File: src/rtl/key_ctrl.sv
// rtl/key_ctrl.sv - three-key debounce, arbitration and auto-repeat pulse controller
module key_ctrl #(
    parameter int DEB_CYCLES = 250000,
    parameter int REP_DELAY  = 25000000,
    parameter int REP_PERIOD = 5000000
) (
    input  logic       clk,
    input  logic       rst_n,
    input  logic       key_clr_n,
    input  logic       key_inc_n,
    input  logic       key_dec_n,
    output logic       clr_pulse,
    output logic       inc_pulse,
    output logic       dec_pulse,
    output logic [2:0] state
);

    localparam int MAX_DR  = (DEB_CYCLES > REP_DELAY) ? DEB_CYCLES : REP_DELAY;
    localparam int MAX_CYC = (MAX_DR > REP_PERIOD) ? MAX_DR : REP_PERIOD;
    localparam int TW      = (MAX_CYC > 1) ? $clog2(MAX_CYC) : 1;

    localparam logic [TW-1:0] DEB_LOAD    = TW'(DEB_CYCLES - 1);
    localparam logic [TW-1:0] DELAY_LOAD  = TW'(REP_DELAY - 1);
    localparam logic [TW-1:0] PERIOD_LOAD = TW'(REP_PERIOD - 1);

    typedef enum logic [2:0] {
        S_IDLE   = 3'd0,
        S_DEB    = 3'd1,
        S_HOLD   = 3'd2,
        S_REPEAT = 3'd3,
        S_REL    = 3'd4
    } fsm_t;

    typedef enum logic [1:0] {
        SEL_NONE = 2'd0,
        SEL_CLR  = 2'd1,
        SEL_INC  = 2'd2,
        SEL_DEC  = 2'd3
    } sel_t;

    fsm_t          fsm;
    sel_t          sel;
    logic [TW-1:0] timer;
    logic [2:0]    sync1;
    logic [2:0]    sync2;
    logic [2:0]    pressed;
    logic          sel_pressed;
    logic [2:0]    pulse_q;

    // Bit order everywhere: [2]=clr, [1]=inc, [0]=dec
    always_ff @(posedge clk or negedge rst_n) begin
        if (!rst_n) begin
            sync1 <= 3'b111;
            sync2 <= 3'b111;
        end else begin
            sync1 <= {key_clr_n, key_inc_n, key_dec_n};
            sync2 <= sync1;
        end
    end

    assign pressed = ~sync2;

    always_comb begin
        sel_pressed = 1'b0;
        case (sel)
            SEL_CLR: sel_pressed = pressed[2];
            SEL_INC: sel_pressed = pressed[1];
            SEL_DEC: sel_pressed = pressed[0];
            default: sel_pressed = 1'b0;
        endcase
    end

    function automatic logic [2:0] pulse_of(input sel_t s);
        case (s)
            SEL_CLR: return 3'b100;
            SEL_INC: return 3'b010;
            SEL_DEC: return 3'b001;
            default: return 3'b000;
        endcase
    endfunction

    always_ff @(posedge clk or negedge rst_n) begin
        if (!rst_n) begin
            fsm     <= S_IDLE;
            sel     <= SEL_NONE;
            timer   <= '0;
            pulse_q <= 3'b000;
        end else begin
            pulse_q <= 3'b000;
            case (fsm)
                S_IDLE: begin
                    if (|pressed) begin
                        sel   <= pressed[2] ? SEL_CLR : (pressed[1] ? SEL_INC : SEL_DEC);
                        timer <= DEB_LOAD;
                        fsm   <= S_DEB;
                    end
                end
                S_DEB: begin
                    if (!sel_pressed) begin
                        sel   <= SEL_NONE;
                        timer <= '0;
                        fsm   <= S_IDLE;
                    end else if (timer == '0) begin
                        pulse_q <= pulse_of(sel);
                        // Clear never auto-repeats; it just waits for release
                        if (sel == SEL_CLR) begin
                            timer <= DEB_LOAD;
                            fsm   <= S_REL;
                        end else begin
                            timer <= DELAY_LOAD;
                            fsm   <= S_HOLD;
                        end
                    end else begin
                        timer <= timer - 1'b1;
                    end
                end
                S_HOLD, S_REPEAT: begin
                    if (!sel_pressed) begin
                        timer <= DEB_LOAD;
                        fsm   <= S_REL;
                    end else if (timer == '0) begin
                        pulse_q <= pulse_of(sel);
                        timer   <= PERIOD_LOAD;
                        fsm     <= S_REPEAT;
                    end else begin
                        timer <= timer - 1'b1;
                    end
                end
                S_REL: begin
                    if (|pressed) begin
                        timer <= DEB_LOAD;
                    end else if (timer == '0) begin
                        sel <= SEL_NONE;
                        fsm <= S_IDLE;
                    end else begin
                        timer <= timer - 1'b1;
                    end
                end
                default: begin
                    sel   <= SEL_NONE;
                    timer <= '0;
                    fsm   <= S_IDLE;
                end
            endcase
        end
    end

    assign state     = fsm;
    assign clr_pulse = pulse_q[2];
    assign inc_pulse = pulse_q[1];
    assign dec_pulse = pulse_q[0];

endmodule

File: config.mk
export PLATFORM = sky130hd
export DESIGN_NAME = key_ctrl
export DESIGN_NICKNAME = d
export VERILOG_FILES = /design/src/rtl/key_ctrl.sv
export SDC_FILE = /design/constraint.sdc
export NUM_CORES = 1
export LEC_CHECK = 0
export ABC_AREA = 1
export CAP_MARGIN = 20
export CORE_ASPECT_RATIO = 0.75
export CORE_MARGIN = 4
export CORE_UTILIZATION = 50
export CTS_CLUSTER_DIAMETER = 200
export CTS_CLUSTER_SIZE = 16
export DETAILED_ROUTE_END_ITERATION = 10
export MAX_ROUTING_LAYER = met4
export PLACE_DENSITY = 0.68
export SLEW_MARGIN = 20
export SYNTH_ARGS = -nofsm -noshare
export SYNTH_HDL_FRONTEND = slang
export SYNTH_SLANG_ARGS = --single-unit
File: constraint.sdc
create_clock -name clk -period 2.3 [get_ports clk]
set_input_delay 0.345 -clock clk [delete_from_list [all_inputs] [get_ports clk]]
set_output_delay 0.345 -clock clk [all_outputs]
set_load 0.005 [all_outputs]
Word level (Yosys, flattened, before mapping)
Cells that the tools add are included.
Word-level totals
  register bits after elaboration: 39
  latch bits: 0
  memory bits (writable): 0
  ROM bits: 0
  logic and storage cells: 61
  memories: 0
Operators by class
  add/subtract/negate cells: 1
  $mul: 0
  div/mod/pow operators: 0
  $lt $le $gt $ge: 0
  equality and inequality tests: 14
  shift operators: 0
  muxes and demuxes: 30
  bitwise logic cells: 2
  reductions and logical operators: 8
Operator list (number)
  $mux 25: 8
  $pmux 25 s4: 1
  $mux 3: 11
  $logic_not 25->1: 1
  $sub 25x1->25 const B: 1
  $pmux 3 s4: 1
  $mux 2: 5
  $reduce_and 5->1: 2
  $ne 3x3->1 const B: 3
  $pmux 3 s3: 1
  $ne 2x2->1 const B: 4
  $pmux 2 s4: 1
  $eq 3x2->1 const B: 2
  $reduce_or 3->1: 2
  $eq 2x2->1 const B: 2
  $eq 3x1->1 const B: 1
  $eq 3x3->1 const B: 1
  $logic_not 3->1: 1
  $not 3->3: 1
  $pmux 1 s3: 1
  $eq 2x1->1 const B: 1
  $reduce_and 2->1: 1
  $reduce_or 2->1: 1
  $mux 1: 1
  $not 1->1: 1

Logic depth before layout (Yosys ltp)
  depth after elaboration: 5
  mapped depth: 14

Least setup slack after synthesis
OpenSTA, ideal clock, no wires.
  path type: reg-to-reg
  from: register timer[0]
  to: register timer[23]
  library setup time: 0.113 ns
  data arrival time: 1.624 ns
  data required time: 2.187 ns
  slack: 0.564 ns
  stages on the path, launching flop included: 13
  buffers on the path: 0
  cells stage by stage: dfrtp_1 > inv_1 > ha_1 > nand2_2 > nor2_4 > nand3_2 > nor2_2 > nand2_2 > nand2_8 > inv_4 > a21o_1 > nand2_1 > inv_1
On the way
  cells in the longest elaborated chain, start to end: 4
  elaborated cells on any way between the ends: 11
  those cells by class: add/sub (1); eq/ne (1); mux (7); reduce/logical (2)
Ends and longest elaborated chain
  from (decl): RTL line 43  | logic [TW-1:0] timer;
  from (signal assigned): RTL line 114  | timer <= timer - 1'b1;
  from (signal assigned): RTL line 126  | timer <= timer - 1'b1;
  from (signal assigned): RTL line 136  | timer <= timer - 1'b1;
  $sub 25x1->25 / $logic_not 25->1 (equally long branches)
  $mux 25 (on tied branches): RTL line 132, 103, 121
  $mux 25 (on tied branches): RTL line 130, 118, 99
  $pmux 25 s4: RTL line 90  | case (fsm)
Parallel ways exist; a longest one is shown, timed or not. The select of a mux whose other input is x is not followed.
A chain may end at the register's enable or synchronous reset.

Worst setup path after layout
  from: register timer[0]
  to: register timer[14]
The elaborated chain is that of the path after synthesis.

==> results.yml <==
final_layout:
  ff_latch_area_sq_um: 983
  multi_input_area_sq_um: 1460
  layout-drive-gt1-share: 0.142
  layout_common_cells: "nand2_1 (112), inv_1 (45), nor2_1 (40), dfrtp_1 (33), nand3_1 (30)"
  num_antenna_cells: 0
  final_common_cell: "nand2_1"
  nNetsFinal: 402
  area_growth_syn_to_layout_pct: 9.05
  fillCellCount: 480
logic_synthesis:
  synth_top_area_cell: "dfrtp_1"
  async_flop_share: 1.00
  postSynthAreaPerCell_sq_um: 7.02
  synth-simple-area-share: 0.400
  synthMuxAreaShare: 0
  synth-compound-area-share: 0.0924
  synth_area_leaders: "dfrtp_1 (31%), nand2_1 (16%), inv_1 (6.3%), dfstp_2 (5.9%), nand3_1 (5.6%)"
  synth_seq_area_share: 0.369
  synth_top_family_by_area: "simple AND/OR/NAND/NOR gates"
  ys_ff_latch: 39
  synth-adder-area-share: 0.00469
  netlist_instances: 380
  yosys.area.top_type_share: 0.310
  synth_nets: 386
  ys.flop_type: "dfrtp_1"
  synth_xor_xnor_area_share: 0.0460
  syn_area_sq_um: 2670
  synth_warnings: 0
  ys_types: 34
  synth_edf_count: 0
setup_path:
  cp.arrival_ns: 2.24
  required_ns: 2.47
  r2r_cells: 11
  slowest_delay_ns: 0.42
  critPathMaxFanout: 19
  slowest_stage: "dfrtp_1"
  cp-start-kind: "flip-flop"
  r2r_end: "timer[14]"
  rrSetupSlack_ns: 0.22
  rr_startpoint: "timer[0]"
  endpoint_kind: "flip-flop"
  critical_path_class: "reg2reg"
  crit_path_frequent_cell: "nand2_2"
  path_cells: "inv_1, ha_2, nand2_2, nor2_4, nand3_2, nor2_2, nand2_2, nand2_8, inv_4, o21ai_0, nand2_1"
die:
  dieArea_sq_um: 6580
  die_h_microns: 71.3
  start_util: 0.530
  io_pins: 11
  die_w_microns: 92.3
  rows: 22
  core_area_sq_um: 5040
global_route:
  gr-total-overflow: 0
  grtUsageTotal: 0.216
  antenna_found_initial: 0
  grt_pass1_wl_mm: 10.9
  first_global_vias: 2165
  grt_max_degree: 40
sta:
  max_slew.worst_pin.slew_ns: 0.860
  hold_viol_final: 0
  tns_ns: 0
  drv_slew: 0
  max_freq_ghz: 0.482
  fin_ws_ns: 0.224
  min_period_ns: 2.08
  period_share: 0.903
  fin_skew_ns: 0.00755
  rsz0062_at_grt: "false"
  slew_headroom: 0.427
  setup_viol: 0
  hold_ws_ns: 0.161
clock_network:
  root_buffer: "clkbuf_8"
  htree_levels: 2
  numCtsBuffers: 5
  clk_pin_slew_ns: 0.08
  cts_sinks: 39
  max-clock-path-buffers: 2
  cts_tree: "yes"
  cts_setup_buffers: 0
  cts_hold_buf: 0
  clk_latency_ns: 0.29
power:
  powerDensity_nw_per_um2: 1010
  total_power_uw: 2930
  leakagePower_uw: 0.00146
  peakVddDrop_mv: 0.558
routing:
  vias_per_cell: 5.29
  drtIter0Drc: 227
  ant_nets: 0
  via_count: 2469
  wl_per_cell_microns: 14.1
  routed_wl_mm: 6.57
  drcViolationCount: 0
  first_pass_iters: 5
placement:
  place.gp.congestion: 0.945
  preCtsSetupSlack_ns: 0.183
  hpwl_mm: 4.84
  port_buffers: 10
flow_run:
  maxCapViolCount: 0
hold_path:
  hp-class: "in2async"
status:
  status: "complete, no violations"
==> synth_stat cells, types with 6 or more instances <==
cell type and instances:
nand2_2 9, nor2_2 14, nor2_1 40, dfstp_2 6
dfrtp_1 33, xor2_1 10, nand3_1 30, o21ai_0 14
a21oi_1 15, nand2_1 112, inv_1 45, o21ai_1 11
==> how the worst max path moves through the flow <==
stage / start / endpoint / cells after the start
after global placement: timer[0] / timer[14] / 11
after global routing: timer[0] / timer[23] / 12
after floorplan: timer[0] / timer[23] / 12
after detailed placement: timer[0] / timer[23] / 12
after CTS: timer[0] / timer[23] / 12
final: timer[0] / timer[14] / 11
==> routing by layer <==
layer  wire [microns]  GRT usage  vias to the layer above
li1                 -          -                     1235
met4               58     0.0445                        0
met1             3390      0.342                     1144
met2             2700      0.288                       83
met5                0          -                        -
met3              422     0.0315                        7
==> final cells by class <==
class                           instances  area share
Sequential cell                        39       0.338
Tap cell                               72      0.0310
Inverter                               50      0.0654
Clock buffer                            6      0.0249
Timing Repair Buffer                   12      0.0378
Multi-Input combinational cell        288       0.503
==> report_power, final <==
group          total (uW)  internal [uW]  switching (uW)
Clock                 431            202             229
Sequential           1020            828             194
Combinational        1470            477             996
==> sequential cells by signal, indices dropped and copies added, names as in the netlist <==
name	count
sync1	3
timer	25
sync2	3
pulse_q	3
state	3
sel	2
==> cell families (layout without fill, tap and decap cells) <==
group | after synthesis | after routing
flip-flops | 39 | 39
XOR/XNOR | 14 | 14
AO/OA/AOI/OAI | 46 | 46
adder cells (fa/ha/maj) | 1 | 1
AND/OR/NAND/NOR | 226 | 227
buffers and inverters | 54 | 68
==> critical path, delay by kind of cell (launching register included) <==
kind / cells / cell delay [ns]
buffers and inverters: 2 / 0.24
flip-flops: 1 / 0.42
adder cells (fa/ha/maj): 1 / 0.24
AND/OR/NAND/NOR: 7 / 0.88
AO/OA/AOI/OAI: 1 / 0.15
==> per-stage QoR <==
step | util | cell area, sq um | cells
2_1_floorplan | - | 2670 | 380
3_3_place_gp | 0.560 | 2820 | 460
3_5_place_dp | 0.560 | 2820 | 460
4_1_cts | 0.575 | 2900 | 466
5_1_grt | 0.577 | 2910 | 467
6_report | 0.577 | 2910 | 467
==> repair_timing <==
item,in CTS,in global routing
endpoints found under the hold margin,0,0
resized for setup,0,1
endpoints found under the setup margin,0,8
No activity file was read; power rests on OpenSTA's default activity.
